`src/rtl/seg_pkg.sv`:
```
`default_nettype none
// ============================================================================
// Module      : seg_pkg
// Description : Shared definitions for the multiplexed 7-segment scanner.
//               Holds the segment bit positions on the segment bus and the
//               16-entry hex glyph table, plus a lookup helper.
//               Glyphs are active-high; bit0..bit6 = a..g.
// Revision    : 1.0 - initial release
// ============================================================================
package seg_pkg;

    // Bit positions on the 8-bit segment bus
    localparam int SEG_A  = 0;
    localparam int SEG_B  = 1;
    localparam int SEG_C  = 2;
    localparam int SEG_D  = 3;
    localparam int SEG_E  = 4;
    localparam int SEG_F  = 5;
    localparam int SEG_G  = 6;
    localparam int SEG_DP = 7;

    typedef logic [6:0] glyph_t;
    typedef logic [7:0] segbus_t;

    // Glyph for nibble n sits at bits [7n+6:7n]; entry F is the leftmost.
    //                                       F      E      d      C      b      A
    localparam logic [16*7-1:0] SEG_HEX_TABLE = {7'h71, 7'h79, 7'h5E, 7'h39, 7'h7C, 7'h77,
    //                                       9      8      7      6      5      4
                                             7'h6F, 7'h7F, 7'h07, 7'h7D, 7'h6D, 7'h66,
    //                                       3      2      1      0
                                             7'h4F, 7'h5B, 7'h06, 7'h3F};

    function automatic glyph_t seg_hex(input logic [3:0] nib);
        return SEG_HEX_TABLE[7*nib +: 7];
    endfunction

endpackage : seg_pkg
`default_nettype wire

```
`src/rtl/seg_decode.sv`:
```
`default_nettype none
// ============================================================================
// Module      : seg_decode
// Description : Combinational hex nibble to 7-segment glyph decode.
//               Output is active-high (1 = segment lit); polarity is applied
//               by the instantiating block at its output registers.
// Ports       : nibble [3:0] in  - hex digit 0..F
//               seg7   [6:0] out - segments a..g (bit0 = a)
// Revision    : 1.0 - initial release
// ============================================================================
module seg_decode
    import seg_pkg::*;
(
    input  logic [3:0] nibble,
    output logic [6:0] seg7
);

    assign seg7 = seg_hex(nibble);

endmodule : seg_decode
`default_nettype wire

```
`src/rtl/seg_scan.sv`:
```
`default_nettype none
// ============================================================================
// Module      : seg_scan
// Description : Multiplexed 7-segment display scanner. A prescaler divides
//               clk into digit slots of SCAN_DIV cycles; the first cycle of
//               each slot is dead time (all digits and segments off) to stop
//               ghosting, the remaining cycles light the selected digit.
//               Display data is double-buffered: loads go to a pending
//               buffer that is committed at the frame boundary, so a frame
//               never shows a mix of old and new data.
// Build option: define SEG_LZB_EN to enable leading-zero blanking.
// Ports       : clk                  in  - clock, rising edge
//               rst_n                in  - asynchronous active-low reset
//               en                   in  - scan enable
//               load                 in  - strobe capturing value/dp/blank
//               value [4*ND-1:0]     in  - hex nibbles, digit 0 rightmost
//               dp    [ND-1:0]       in  - per-digit decimal point
//               blank [ND-1:0]       in  - per-digit force-off
//               dig   [ND-1:0]       out - one-hot digit select, registered
//               seg   [7:0]          out - segments a..g, dp, registered
//               frame_done           out - one-cycle pulse after each frame
// Revision    : 1.0 - initial release
// ============================================================================
module seg_scan
    import seg_pkg::*;
#(
    parameter int NUM_DIGITS     = 8,
    parameter int SCAN_DIV       = 1000,
    parameter bit DIG_ACTIVE_LOW = 1'b1,
    parameter bit SEG_ACTIVE_LOW = 1'b1
) (
    input  logic                    clk,
    input  logic                    rst_n,
    input  logic                    en,
    input  logic                    load,
    input  logic [4*NUM_DIGITS-1:0] value,
    input  logic [NUM_DIGITS-1:0]   dp,
    input  logic [NUM_DIGITS-1:0]   blank,
    output logic [NUM_DIGITS-1:0]   dig,
    output logic [7:0]              seg,
    output logic                    frame_done
);

    localparam int PW = (SCAN_DIV   > 1) ? $clog2(SCAN_DIV)   : 1;
    localparam int IW = (NUM_DIGITS > 1) ? $clog2(NUM_DIGITS) : 1;

    localparam logic [PW-1:0] c_PRESC_LAST = PW'(SCAN_DIV - 1);
    localparam logic [IW-1:0] c_IDX_LAST   = IW'(NUM_DIGITS - 1);

    // XOR masks: "off" pattern after polarity, also the reset value
    localparam logic [NUM_DIGITS-1:0] c_DIG_OFF = DIG_ACTIVE_LOW ? {NUM_DIGITS{1'b1}} : '0;
    localparam logic [7:0]            c_SEG_OFF = SEG_ACTIVE_LOW ? 8'hFF : 8'h00;

    // ------------------------------------------------------------------------
    // State
    // ------------------------------------------------------------------------
    logic [PW-1:0]           r_presc;
    logic [IW-1:0]           r_idx;
    logic [4*NUM_DIGITS-1:0] r_act_val;
    logic [NUM_DIGITS-1:0]   r_act_dp;
    logic [NUM_DIGITS-1:0]   r_act_blank;
    logic [4*NUM_DIGITS-1:0] r_pend_val;
    logic [NUM_DIGITS-1:0]   r_pend_dp;
    logic [NUM_DIGITS-1:0]   r_pend_blank;
    logic                    r_pend_valid;
    logic                    r_frame_done;
    logic [NUM_DIGITS-1:0]   r_dig;
    logic [7:0]              r_seg;

    logic                    w_tc;
    logic                    w_frame_end;
    logic [NUM_DIGITS-1:0]   w_lzb;
    logic [3:0]              w_sel_nib;
    logic                    w_sel_dp;
    logic                    w_sel_blank;
    logic                    w_sel_lzb;
    glyph_t                  w_glyph;
    logic [NUM_DIGITS-1:0]   w_dig_hi;
    segbus_t                 w_seg_hi;

    assign w_tc        = en && (r_presc == c_PRESC_LAST);
    assign w_frame_end = w_tc && (r_idx == c_IDX_LAST);

    // ------------------------------------------------------------------------
    // Prescaler and digit index. Held at zero while disabled so that a
    // rising en always starts at slot 0, cycle 0.
    // ------------------------------------------------------------------------
    always_ff @(posedge clk or negedge rst_n) begin
        if (!rst_n) begin
            r_presc <= '0;
            r_idx   <= '0;
        end else if (!en) begin
            r_presc <= '0;
            r_idx   <= '0;
        end else if (w_tc) begin
            r_presc <= '0;
            r_idx   <= (r_idx == c_IDX_LAST) ? '0 : r_idx + IW'(1);
        end else begin
            r_presc <= r_presc + PW'(1);
        end
    end

    // ------------------------------------------------------------------------
    // Display buffers. A load on the boundary cycle itself bypasses pending
    // and supersedes anything already waiting there.
    // ------------------------------------------------------------------------
    always_ff @(posedge clk or negedge rst_n) begin
        if (!rst_n) begin
            r_act_val    <= '0;
            r_act_dp     <= '0;
            r_act_blank  <= '0;
            r_pend_val   <= '0;
            r_pend_dp    <= '0;
            r_pend_blank <= '0;
            r_pend_valid <= 1'b0;
        end else if (!en) begin
            // Not scanning: no frame boundary will come, so write through.
            // Stale pending data is dropped so it cannot overwrite this load.
            if (load) begin
                r_act_val    <= value;
                r_act_dp     <= dp;
                r_act_blank  <= blank;
                r_pend_valid <= 1'b0;
            end
        end else if (w_frame_end) begin
            if (load) begin
                r_act_val    <= value;
                r_act_dp     <= dp;
                r_act_blank  <= blank;
                r_pend_valid <= 1'b0;
            end else if (r_pend_valid) begin
                r_act_val    <= r_pend_val;
                r_act_dp     <= r_pend_dp;
                r_act_blank  <= r_pend_blank;
                r_pend_valid <= 1'b0;
            end
        end else if (load) begin
            r_pend_val   <= value;
            r_pend_dp    <= dp;
            r_pend_blank <= blank;
            r_pend_valid <= 1'b1;
        end
    end

    always_ff @(posedge clk or negedge rst_n) begin
        if (!rst_n) begin
            r_frame_done <= 1'b0;
        end else begin
            r_frame_done <= w_frame_end;
        end
    end

    // ------------------------------------------------------------------------
    // Leading-zero blanking: a digit is blanked when it and every digit to
    // its left are zero. Digit 0 is exempt so a zero value still shows "0".
    // ------------------------------------------------------------------------
`ifdef SEG_LZB_EN
    always_comb begin
        logic v_run;
        w_lzb = '0;
        v_run = 1'b1;
        for (int i = NUM_DIGITS - 1; i >= 1; i--) begin
            v_run    = v_run & (r_act_val[4*i +: 4] == 4'h0);
            w_lzb[i] = v_run;
        end
    end
`else
    assign w_lzb = '0;
`endif

    // ------------------------------------------------------------------------
    // Select the current digit's data; one decoder serves all digits
    // ------------------------------------------------------------------------
    always_comb begin
        w_sel_nib   = 4'h0;
        w_sel_dp    = 1'b0;
        w_sel_blank = 1'b0;
        w_sel_lzb   = 1'b0;
        for (int i = 0; i < NUM_DIGITS; i++) begin
            if (r_idx == IW'(i)) begin
                w_sel_nib   = r_act_val[4*i +: 4];
                w_sel_dp    = r_act_dp[i];
                w_sel_blank = r_act_blank[i];
                w_sel_lzb   = w_lzb[i];
            end
        end
    end

    seg_decode u_decode (
        .nibble (w_sel_nib),
        .seg7   (w_glyph)
    );

    // ------------------------------------------------------------------------
    // Active-high output pattern for the current prescaler/index state.
    // Cycle 0 of each slot is dead time.
    // ------------------------------------------------------------------------
    always_comb begin
        w_dig_hi = '0;
        w_seg_hi = '0;
        if (en && (r_presc != '0)) begin
            for (int i = 0; i < NUM_DIGITS; i++) begin
                w_dig_hi[i] = (r_idx == IW'(i));
            end
            // blank kills the dp too; LZB only hides the glyph
            if (!w_sel_blank) begin
                w_seg_hi[SEG_DP] = w_sel_dp;
                if (!w_sel_lzb) begin
                    w_seg_hi[SEG_G:SEG_A] = w_glyph;
                end
            end
        end
    end

    // Polarity is applied only here, at the pins
    always_ff @(posedge clk or negedge rst_n) begin
        if (!rst_n) begin
            r_dig <= c_DIG_OFF;
            r_seg <= c_SEG_OFF;
        end else begin
            r_dig <= w_dig_hi ^ c_DIG_OFF;
            r_seg <= w_seg_hi ^ c_SEG_OFF;
        end
    end

    assign dig        = r_dig;
    assign seg        = r_seg;
    assign frame_done = r_frame_done;

endmodule : seg_scan
`default_nettype wire
```
`config.mk`:
```
export PLATFORM = sky130hd
export DESIGN_NAME = seg_scan
export DESIGN_NICKNAME = d
export VERILOG_FILES = /design/src/rtl/seg_pkg.sv /design/src/rtl/seg_decode.sv /design/src/rtl/seg_scan.sv
export SDC_FILE = /design/constraint.sdc
export NUM_CORES = 1
export LEC_CHECK = 0
export ABC_AREA = 1
export CAP_MARGIN = 30
export CORE_MARGIN = 5
export CORE_UTILIZATION = 30
export CTS_BUF_LIST = sky130_fd_sc_hd__clkbuf_4
export DETAILED_ROUTE_END_ITERATION = 12
export GPL_ROUTABILITY_DRIVEN = 0
export PLACE_DENSITY = 0.53
export REMOVE_ABC_BUFFERS = 1
export SYNTH_ARGS = -nofsm -noshare
export SYNTH_HDL_FRONTEND = slang
export SYNTH_SLANG_ARGS = --single-unit
```
`constraint.sdc`:
```
create_clock -name clk -period 2.1 [get_ports clk]
set_input_delay 0.63 -clock clk [delete_from_list [all_inputs] [get_ports clk]]
set_output_delay 0.63 -clock clk [all_outputs]
set_load 0.01 [all_outputs]
```
==> results.json, run 1 <==
{
  "synthCells": 740,
  "slew_headroom_pct": 62.0,
  "ys_seq_area_share_pct": 51.6,
  "rsz0062_at_grt": "yes",
  "clk-insertion-delay-late_ns": 0.57,
  "synth_cell_types": 34,
  "fp.dieH_microns": 154,
  "wirelength_microns": 18400,
  "cap_violations": 0,
  "synth_edf_count": 0,
  "cts.sinks": 127,
  "wire_per_inst_microns": 15.4,
  "ys_ff_latch": 127,
  "cts_made_buffers": 17,
  "clock_power_share_pct": 28.6,
  "endpoint_kind": "flip-flop",
  "start_util_pct": 30.5,
  "yosys_warnings": 0,
  "crit_chain": "buf_6 > ha_4 > buf_6 > ha_4 > clkinvlp_4 > buf_6 > nor2_4 > o21ai_4 > clkinv_4 > buf_12 > buf_12 > nor2_4 > a31oi_4",
  "nets": 979,
  "yosys.area.top_type": "dfrtp_1",
  "grt_max_degree": 41,
  "finalClockSkew_ns": 0.0184,
  "worst-path-buf-inv": 7,
  "dpl_cell_area_sq_um": 7670,
  "required_ns": 2.55,
  "clk_pin_slew_ns": 0.11,
  "status": "complete, but fails checks",
  "root_buffer": "clkbuf_4",
  "fmax_ghz": 0.450,
  "combinationalPowerShare_pct": 24.7,
  "track_usage_pct": 13.8,
  "syn_to_final_growth_pct": 52.7,
  "min_period_ns": 2.22,
  "critPathMaxFanout": 10,
  "slew_viol_final": 0,
  "hold_viol": 0,
  "fin_util_pct": 46.6,
  "slowest_stage": "dfrtp_2",
  "critPathKind": "flip-flop to flip-flop",
  "port_buffers": 68,
  "synth_common_cells": "177 x nand2_1, 111 x dfrtp_1, 102 x inv_1",
  "finalWorstSetupSlack_ns": -0.124,
  "hold_path_class": "input pin to asynchronous set/reset pin",
  "ios": 69,
  "drtIter0Drc": 295,
  "power.density_nw_per_um2": 657,
  "vias_per_cell": 4.61,
  "synth_flop_cell": "dfrtp_1",
  "swShare_pct": 30.3,
  "violations": "setup timing",
  "antenna_found_initial": 1,
  "drtAntennaViolNets": 0,
  "grt_overflow_total": 0,
  "h-tree-depth": 4,
  "cpMostUsedCell": "buf_6",
  "die_w_microns": 154,
  "dr.pass1.iters": 5,
  "drive_above_1_share_pct": 36.1,
  "p_leak_nw": 4.37,
  "arrival_ns": 2.68,
  "max_stage_delay_ns": 0.47,
  "setup_viol": 63,
  "synthTopCellsByArea": "dfrtp_1 45%, nand2_1 11%, dfstp_2 6.8%",
  "yosysMostFrequentCell": "nand2_1",
  "drt_drc_violations_left": 0,
  "syn_avg_cell_area_sq_um": 8.38,
  "grt_pass1_vias": 5069,
  "synth_top_area_share_pct": 44.8,
  "p_int_mw": 4.33,
  "final_cell_area_sq_um": 9470,
  "vias": 5521,
  "cpLargestDelayFamily": "buffers and inverters",
  "synthArstFlopShare_pct": 100,
  "dp_hpwl_microns": 11400,
  "p_switching_mw": 1.89,
  "floorplan.core_area_sq_um": 20300,
  "synthesis.area_sq_um": 6200,
  "period_share_pct": 106,
  "irDropWorstVdd_mv": 0.386,
  "cts_buffer_depth": 2,
  "share_seq_of_total_power_pct": 46.7,
  "die_area_sq_um": 23600,
  "cts_hold_buf": 0,
  "tightest_slew_ns": 0.571,
  "critPathLaunchType": "flip-flop",
  "cts_tree": "yes",
  "grt_pass1_wl_microns": 26200,
  "num_rows": 52
}
-- power by group through the flow --
stage,Clock [mW],Sequential (mW),Combinational (mW)
final,1.78,2.90,1.54
after global routing,1.93,2.93,1.68
after CTS,1.83,2.87,1.10
after detailed placement,0,2.91,1.04
after global placement,0,2.91,1.03
after floorplan,0,2.89,0.550
-- placed cells by master (no fill, tap or decap), types with 17 or more instances in the layout --
master / count
a21oi_1: 22
buf_4: 62
buf_6: 24
clkbuf_4: 19
clkdlybuf4s50_1: 50
dfrtp_1: 110
inv_1: 89
mux2_4: 17
nand2_1: 134
nand2_2: 40
nand3_1: 40
nor2_1: 29
nor2_4: 22
o21ai_0: 46
o21ai_1: 19
-- cell families (layout without fill, tap and decap cells) --
| logic type | after synthesis | count (layout) | synth area share, % |
|---|---|---|---|
| flip-flops | 127 | 127 | 51.6 |
| multiplexers | 17 | 17 | 3.09 |
| buffers and inverters | 136 | 322 | 9.42 |
| AND/OR/NAND/NOR | 296 | 296 | 19.7 |
| adder cells (fa/ha/maj) | 14 | 14 | 2.83 |
| AO/OA/AOI/OAI | 150 | 150 | 13.4 |
| other | 0 | 1 | 0 |
-- path summary, 6_finish.rpt --
path / startpoint / end / slack [ns] / cells past startpoint
setup reg to reg: r_idx[1] / r_act_blank[0] / -0.12 / 13
setup / recovery: r_idx[1] / r_act_blank[0] / -0.12 / 13
hold reg to reg: r_pend_val[28] / r_pend_val[28] / 0.50 / 2
max in group asynchronous: rst_n / dig[5] / 1.44 / 2
hold / removal: rst_n / r_presc[0] / 0.05 / 1
min in group clk: r_pend_val[28] / r_pend_val[28] / 0.50 / 2
-- what timing repair did --
item	in CTS	in global routing
gates cloned	0	20
hold endpoints to repair	0	0
buffers inserted	10	20
resized for setup	79	201
pin swaps	27	38
setup endpoints to repair	111	81
-- routing by layer --
layer  GRT usage [%]  part of all wire [%]
met4            4.33                   1.5
met5               0                     0
met3            3.34                   4.1
met2            20.7                    46
met1            19.6                    48
-- state kept, by name, summed over array words and instances (netlist names) --
name and cells:
frame_done 1, r_act_dp 8, seg 8, r_pend_blank 8, r_pend_val 32, r_pend_valid 1
r_pend_dp 8, r_act_blank 8, r_idx 3, r_presc 10, dig 8, r_act_val 32
-- metrics by stage --
step	cells	total power [mW]	worst slack, ns	hold WS (ns)	TNS [ns]
floorplan	709	3.44	-0.603	0.334	-41.06
global placement	1115	3.94	-0.188	0.466	-12.48
detailed placement	1115	3.96	-0.208	0.472	-14.33
CTS	1156	5.80	-0.0601	0.0328	-0.725
global route	1197	6.55	-0.330	0.0418	-11.03
finish	1197	6.22	-0.124	0.0527	-3.74
-- final cells by class --
class                           instances  area [sq um]
Sequential cell                       127          3200
Timing Repair Buffer                  185          2060
Fill cell                            1900         10800
Multi-Input combinational cell        477          3160
Tap cell                              270           338
Clock buffer                           19           143
Inverter                              105           413
Antenna cell                            1          2.50
Clock inverter                         13           146
Power figures use the tool's default switching activity.
==> inputs of run 2 (changes only) <==
- CORE_UTILIZATION: 30 -> 53
- HOLD_SLACK_MARGIN: unset -> 0.12
- PLACE_DENSITY: 0.53 -> 0.82
==> run 2 against run 1 <==
Net effect: the flow still finishes with violations (setup timing); sequential share of layout area grew 5.6 points; critical path depth grew 7; global-route usage grew 8.2 points; first-iteration DRC count grew 47%; clock-buffer cell count is the same; fmax shrank 2.7%; die area shrank 41%; hold slack gained 0.43 ns; design area shrank 14%; sequential power is essentially flat.
==> results.json, run 2 (synthesis results as in run 1) <==
{
  "status": "complete, but fails checks",
  "violations": "setup timing",
  "p_total_mw": 5.67,
  "ios": 69,
  "vias": 5614,
  "use_met2_pct": 36.5,
  "p_leak_nw": 3.86,
  "finalClockSkew_ns": 0.0174,
  "min_period_ns": 2.29,
  "grt_overflow_total": 0,
  "syn_to_final_growth_pct": 31.0,
  "fin_util_pct": 71.1,
  "critPathMaxFanout": 5,
  "dpl_cell_area_sq_um": 7390,
  "slew_viol_final": 0,
  "port_buffers": 68,
  "root_buffer": "clkbuf_4",
  "finalNonFillerCells": 1023,
  "hold_viol": 0,
  "finalWorstSetupSlack_ns": -0.186,
  "critPathLaunchType": "flip-flop",
  "layout_common_cells": "163 x nand2_1, 111 x dfrtp_1, 92 x inv_1",
  "drive_above_1_share_pct": 20.5,
  "fillers": 832,
  "start_util_pct": 54.3,
  "clk-insertion-delay-late_ns": 0.55,
  "required_ns": 2.60,
  "final_cell_area_sq_um": 8120,
  "grt_pass1_wl_microns": 25200,
  "dp_hpwl_microns": 10400,
  "top_regs": "r_act_val: 32 flops, r_pend_val: 32 flops, r_presc: 10 flops",
  "grt_max_degree": 72,
  "drtAntennaViolNets": 0,
  "drtIter0Drc": 435,
  "post-place-cells": 972,
  "drt_drc_violations_left": 0,
  "nets": 933,
  "multi_input_area_sq_um": 2660,
  "num_antenna_cells": 0,
  "die_w_microns": 118,
  "hold_path_class": "flip-flop to flip-flop",
  "grt_use_met1_pct": 26.8,
  "endpoint_kind": "flip-flop",
  "die_area_sq_um": 14000,
  "power.density_nw_per_um2": 698,
  "clk_pin_slew_ns": 0.11,
  "antenna_found_initial": 0,
  "fmax_ghz": 0.437,
  "wire_per_inst_microns": 15.9,
  "setup_viol": 8,
  "wirelength_microns": 16300,
  "grtUsageMet3_pct": 6.40,
  "tns_ns": -1.17,
  "critPathKind": "flip-flop to flip-flop",
  "pre_cts_slack_ns": -0.214,
  "cts_buffer_depth": 2,
  "grt.busiest_layer": "met2",
  "period_share_pct": 109,
  "cts_tree": "yes",
  "cts.sinks": 127,
  "irDropWorstVdd_mv": 0.497,
  "layout_commonest_cell": "nand2_1",
  "track_usage_pct": 21.9,
  "dr.pass1.iters": 6,
  "grt_pass1_vias": 5432,
  "fp.dieH_microns": 118,
  "register_area_sq_um": 3200,
  "h-tree-depth": 4,
  "hold_ws_ns": 0.482,
  "num_rows": 39,
  "tightest_slew_ns": 0.462,
  "cap_violations": 0,
  "vias_per_cell": 5.49,
  "rsz0062_at_grt": "yes",
  "cts_made_buffers": 17,
  "floorplan.core_area_sq_um": 11400,
  "slew_headroom_pct": 69.0,
  "arrival_ns": 2.79
}
## run 2: cell count changes in the layout (fill, tap and decap cells not counted), sizes merged
cell	before	now
clkinvlp	5	3
buf	106	69
diode	1	0
clkinv	7	8
inv	103	105
clkbuf	31	21
dlygate4sd3	0	1
bufinv	3	2
## run 2: what timing repair did
action                                  CTS  global route
gates resized for setup                  53            39
pin swaps                                12            19
cloned                                    0             2
endpoints found under the hold margin   109             0
hold buffers                              1             0
endpoints found under the setup margin   24            17
buffers inserted                          8             8
## run 2: metal layers
metal | vias up | share of wire, %
met4 | 0 | 3.5
met5 | - | 0
met2 | 241 | 50
met3 | 58 | 6.1
li1 | 2631 | -
met1 | 2684 | 40
## run 2: final timing paths
kind / startpoint / to / slack (ns) / depth (start not counted)
worst max-delay path: r_idx[0] / seg[0] / -0.19 / 20
worst min-delay path: r_presc[0] / r_presc[0] / 0.48 / 1
worst max register to register: r_idx[0] / seg[0] / -0.19 / 20
worst min register to register: r_presc[0] / r_presc[0] / 0.48 / 1
max in group asynchronous: rst_n / dig[4] / 1.10 / 3
min in group asynchronous: rst_n / r_act_val[5] / 0.63 / 3
## run 2: layout make-up
class,instances,share of cell area (%)
Timing Repair Buffer,139,17.3
Multi-Input combinational cell,477,32.8
Clock inverter,13,1.51
Clock buffer,19,1.76
Tap cell,143,2.20
Sequential cell,127,39.4
Inverter,105,5.07
## run 2: critical path, stage by stage, from the launching register on
cell and delay [ns]:
dfrtp_1 0.45, inv_2 0.16, ha_4 0.18, nand2_2 0.08, nor2_4 0.11, nand2_2 0.06
nand2_1 0.07, nand2_1 0.07, nand2_1 0.07, nand2_1 0.04, nand2_1 0.05, nand2_1 0.05
nand2_1 0.05, nand2_1 0.06, nand2_2 0.12, buf_6 0.15, ha_4 0.14, inv_2 0.04
o21ai_2 0.14, nand2_1 0.07, nand2_1 0.06
## run 2: report_power, final
group / leakage [nW] / internal [mW] / switching, mW / total [mW]
clock: 0.141 / 0.711 / 0.894 / 1.61
sequential: 1.50 / 2.74 / 0.135 / 2.88
combinational: 2.22 / 0.517 / 0.669 / 1.19
total: 3.86 / 3.97 / 1.70 / 5.67
==> inputs of run 3 (changes only) <==
- CORE_MARGIN: 5 -> unset
==> run 3 against run 2 <==
Net effect: the run still ends with setup timing left; via count is 5.8% higher; hold slack is essentially flat; flip-flop and latch count is the same; clock skew up 0.0034 ns; die area down 13%; design area rose by 4.6%; critical path depth did not move; non-clock buffer count increased by 20; largest cell class unchanged.
==> results.json, run 3 (synthesis results as in run 1) <==
{
  "antenna_found_initial": 0,
  "slowest_stage": "dfrtp_2",
  "floorplan.core_area_sq_um": 11400,
  "fp.dieH_microns": 110,
  "fin_util_pct": 74.3,
  "vias": 5940,
  "hold_path_class": "input pin to asynchronous set/reset pin",
  "ios": 69,
  "cts.sinks": 127,
  "timing.rr.start": "r_idx[1]",
  "start_util_pct": 54.3,
  "cap_violations": 0,
  "setup_viol": 46,
  "drtIter0Drc": 508,
  "wire_per_inst_microns": 17.7,
  "dp_hpwl_microns": 10300,
  "grt_pass1_vias": 5243,
  "irDropWorstVdd_mv": 0.750,
  "pre_cts_slack_ns": -0.185,
  "required_ns": 2.63,
  "track_usage_pct": 26.8,
  "port_buffers": 68,
  "critPathKind": "flip-flop to flip-flop",
  "drtAntennaViolNets": 0,
  "tightest_slew_ns": 0.509,
  "violations": "setup timing",
  "hold_viol": 0,
  "num_rows": 39,
  "critPathMaxFanout": 4,
  "register_area_sq_um": 3200,
  "multi_input_area_sq_um": 2710,
  "layout_commonest_cell": "nand2_1",
  "fillers": 721,
  "dr.pass1.iters": 6,
  "grt_max_degree": 46,
  "reg2regPathDepth": 20,
  "p_leak_nw": 4.06,
  "arrival_ns": 2.95,
  "nets": 953,
  "slew_viol_final": 0,
  "root_buffer": "clkbuf_4",
  "max_stage_delay_ns": 0.48,
  "critPathLaunchType": "flip-flop",
  "layout_common_cells": "163 x nand2_1, 109 x dfrtp_1, 89 x inv_1",
  "grt_pass1_wl_microns": 24700,
  "slew_headroom_pct": 65.8,
  "clk-insertion-delay-late_ns": 0.58,
  "cts_buffer_depth": 2,
  "p_total_mw": 6.05,
  "rsz0062_at_grt": "yes",
  "reg2reg_slack_ns": -0.32,
  "crit_chain": "inv_4 > ha_4 > inv_4 > nor2_4 > nand3_2 > nand2_2 > nand2_1 > nand2_1 > nand2_1 > nand2_1 > nand2_1 > nand2_1 > nand2_2 > nand2_4 > inv_4 > ha_4 > nand2_4 > nor2_4 > nor2_1 > nand2_1",
  "cts_made_buffers": 17,
  "worstReg2RegEnd": "seg[1]",
  "endpoint_kind": "flip-flop",
  "num_antenna_cells": 0,
  "die_area_sq_um": 12100,
  "syn_to_final_growth_pct": 36.9,
  "cts_tree": "yes",
  "power.density_nw_per_um2": 712,
  "clk_pin_slew_ns": 0.12,
  "finalWorstSetupSlack_ns": -0.317,
  "min_period_ns": 2.42,
  "vias_per_cell": 5.70,
  "finalClockSkew_ns": 0.0207,
  "drive_above_1_share_pct": 23.3,
  "grt_overflow_total": 0,
  "drt_drc_violations_left": 0,
  "final_cell_area_sq_um": 8490,
  "wirelength_microns": 18400,
  "h-tree-depth": 4,
  "fmax_ghz": 0.414,
  "top_regs": "r_act_val: 32 flops, r_pend_val: 32 flops, r_presc: 10 flops",
  "period_share_pct": 115,
  "dpl_cell_area_sq_um": 7380,
  "cpMostUsedCell": "nand2_1",
  "status": "complete, but fails checks",
  "die_w_microns": 110
}
## run 3: metrics by stage
stage	setup TNS [ns]	std cells	hold WS (ns)
5_1_grt	-10.93	1043	0.488
3_3_place_gp	-10.80	974	0.465
4_1_cts	-0.0113	1013	0.480
6_report	-3.54	1043	0.482
3_5_place_dp	-14.83	974	0.478
2_1_floorplan	-41.06	709	0.334
## run 3: repair_timing
action,in CTS,in global routing
hold buffers,1,0
pin swaps,11,32
gates resized for setup,48,68
gates cloned,0,10
endpoints found under the setup margin,23,95
setup buffers,6,20
endpoints found under the hold margin,18,0
## run 3: how the worst max path moves through the flow
stage,startpoint,end,slack (ns),depth (start not counted)
5_1_grt,r_idx[1],seg[1],-0.47,20
4_1_cts,r_idx[0],seg[3],-0.005,20
3_3_place_gp,en,r_act_val[26],-0.15,9
6_report,r_idx[1],seg[1],-0.32,20
3_5_place_dp,en,r_act_val[24],-0.19,9
2_1_floorplan,r_idx[0],r_pend_blank[0],-0.60,5
## run 3: cell type report
class,count,area share (%)
Timing Repair Buffer,159,19.7
Clock buffer,22,1.95
Tap cell,143,2.11
Sequential cell,127,37.7
Clock inverter,10,1.68
Multi-Input combinational cell,477,31.9
Inverter,105,4.94
## run 3: metal layers
layer	wire length, microns	share of wire [%]	GRT usage [%]	up-vias
met5	0	0	0	-
met4	1050	5.7	10.8	0
met3	1330	7.2	7.11	90
met2	9030	49	43.6	341
met1	7020	38	34.0	2823
li1	-	-	-	2686
## run 3: where the power goes
part	internal (mW)	total, mW	switching [mW]
sequential	2.74	2.88	0.133
clock	0.988	1.85	0.865
combinational	0.574	1.31	0.740
total	4.31	6.05	1.74
## run 3: critical path: cells and delay by family (launching register included)
kind                     cells  cell delay (ns)
buffers and inverters        3             0.24
flip-flops                   1             0.48
adder cells (fa/ha/maj)      2             0.49
AND/OR/NAND/NOR             15             1.19
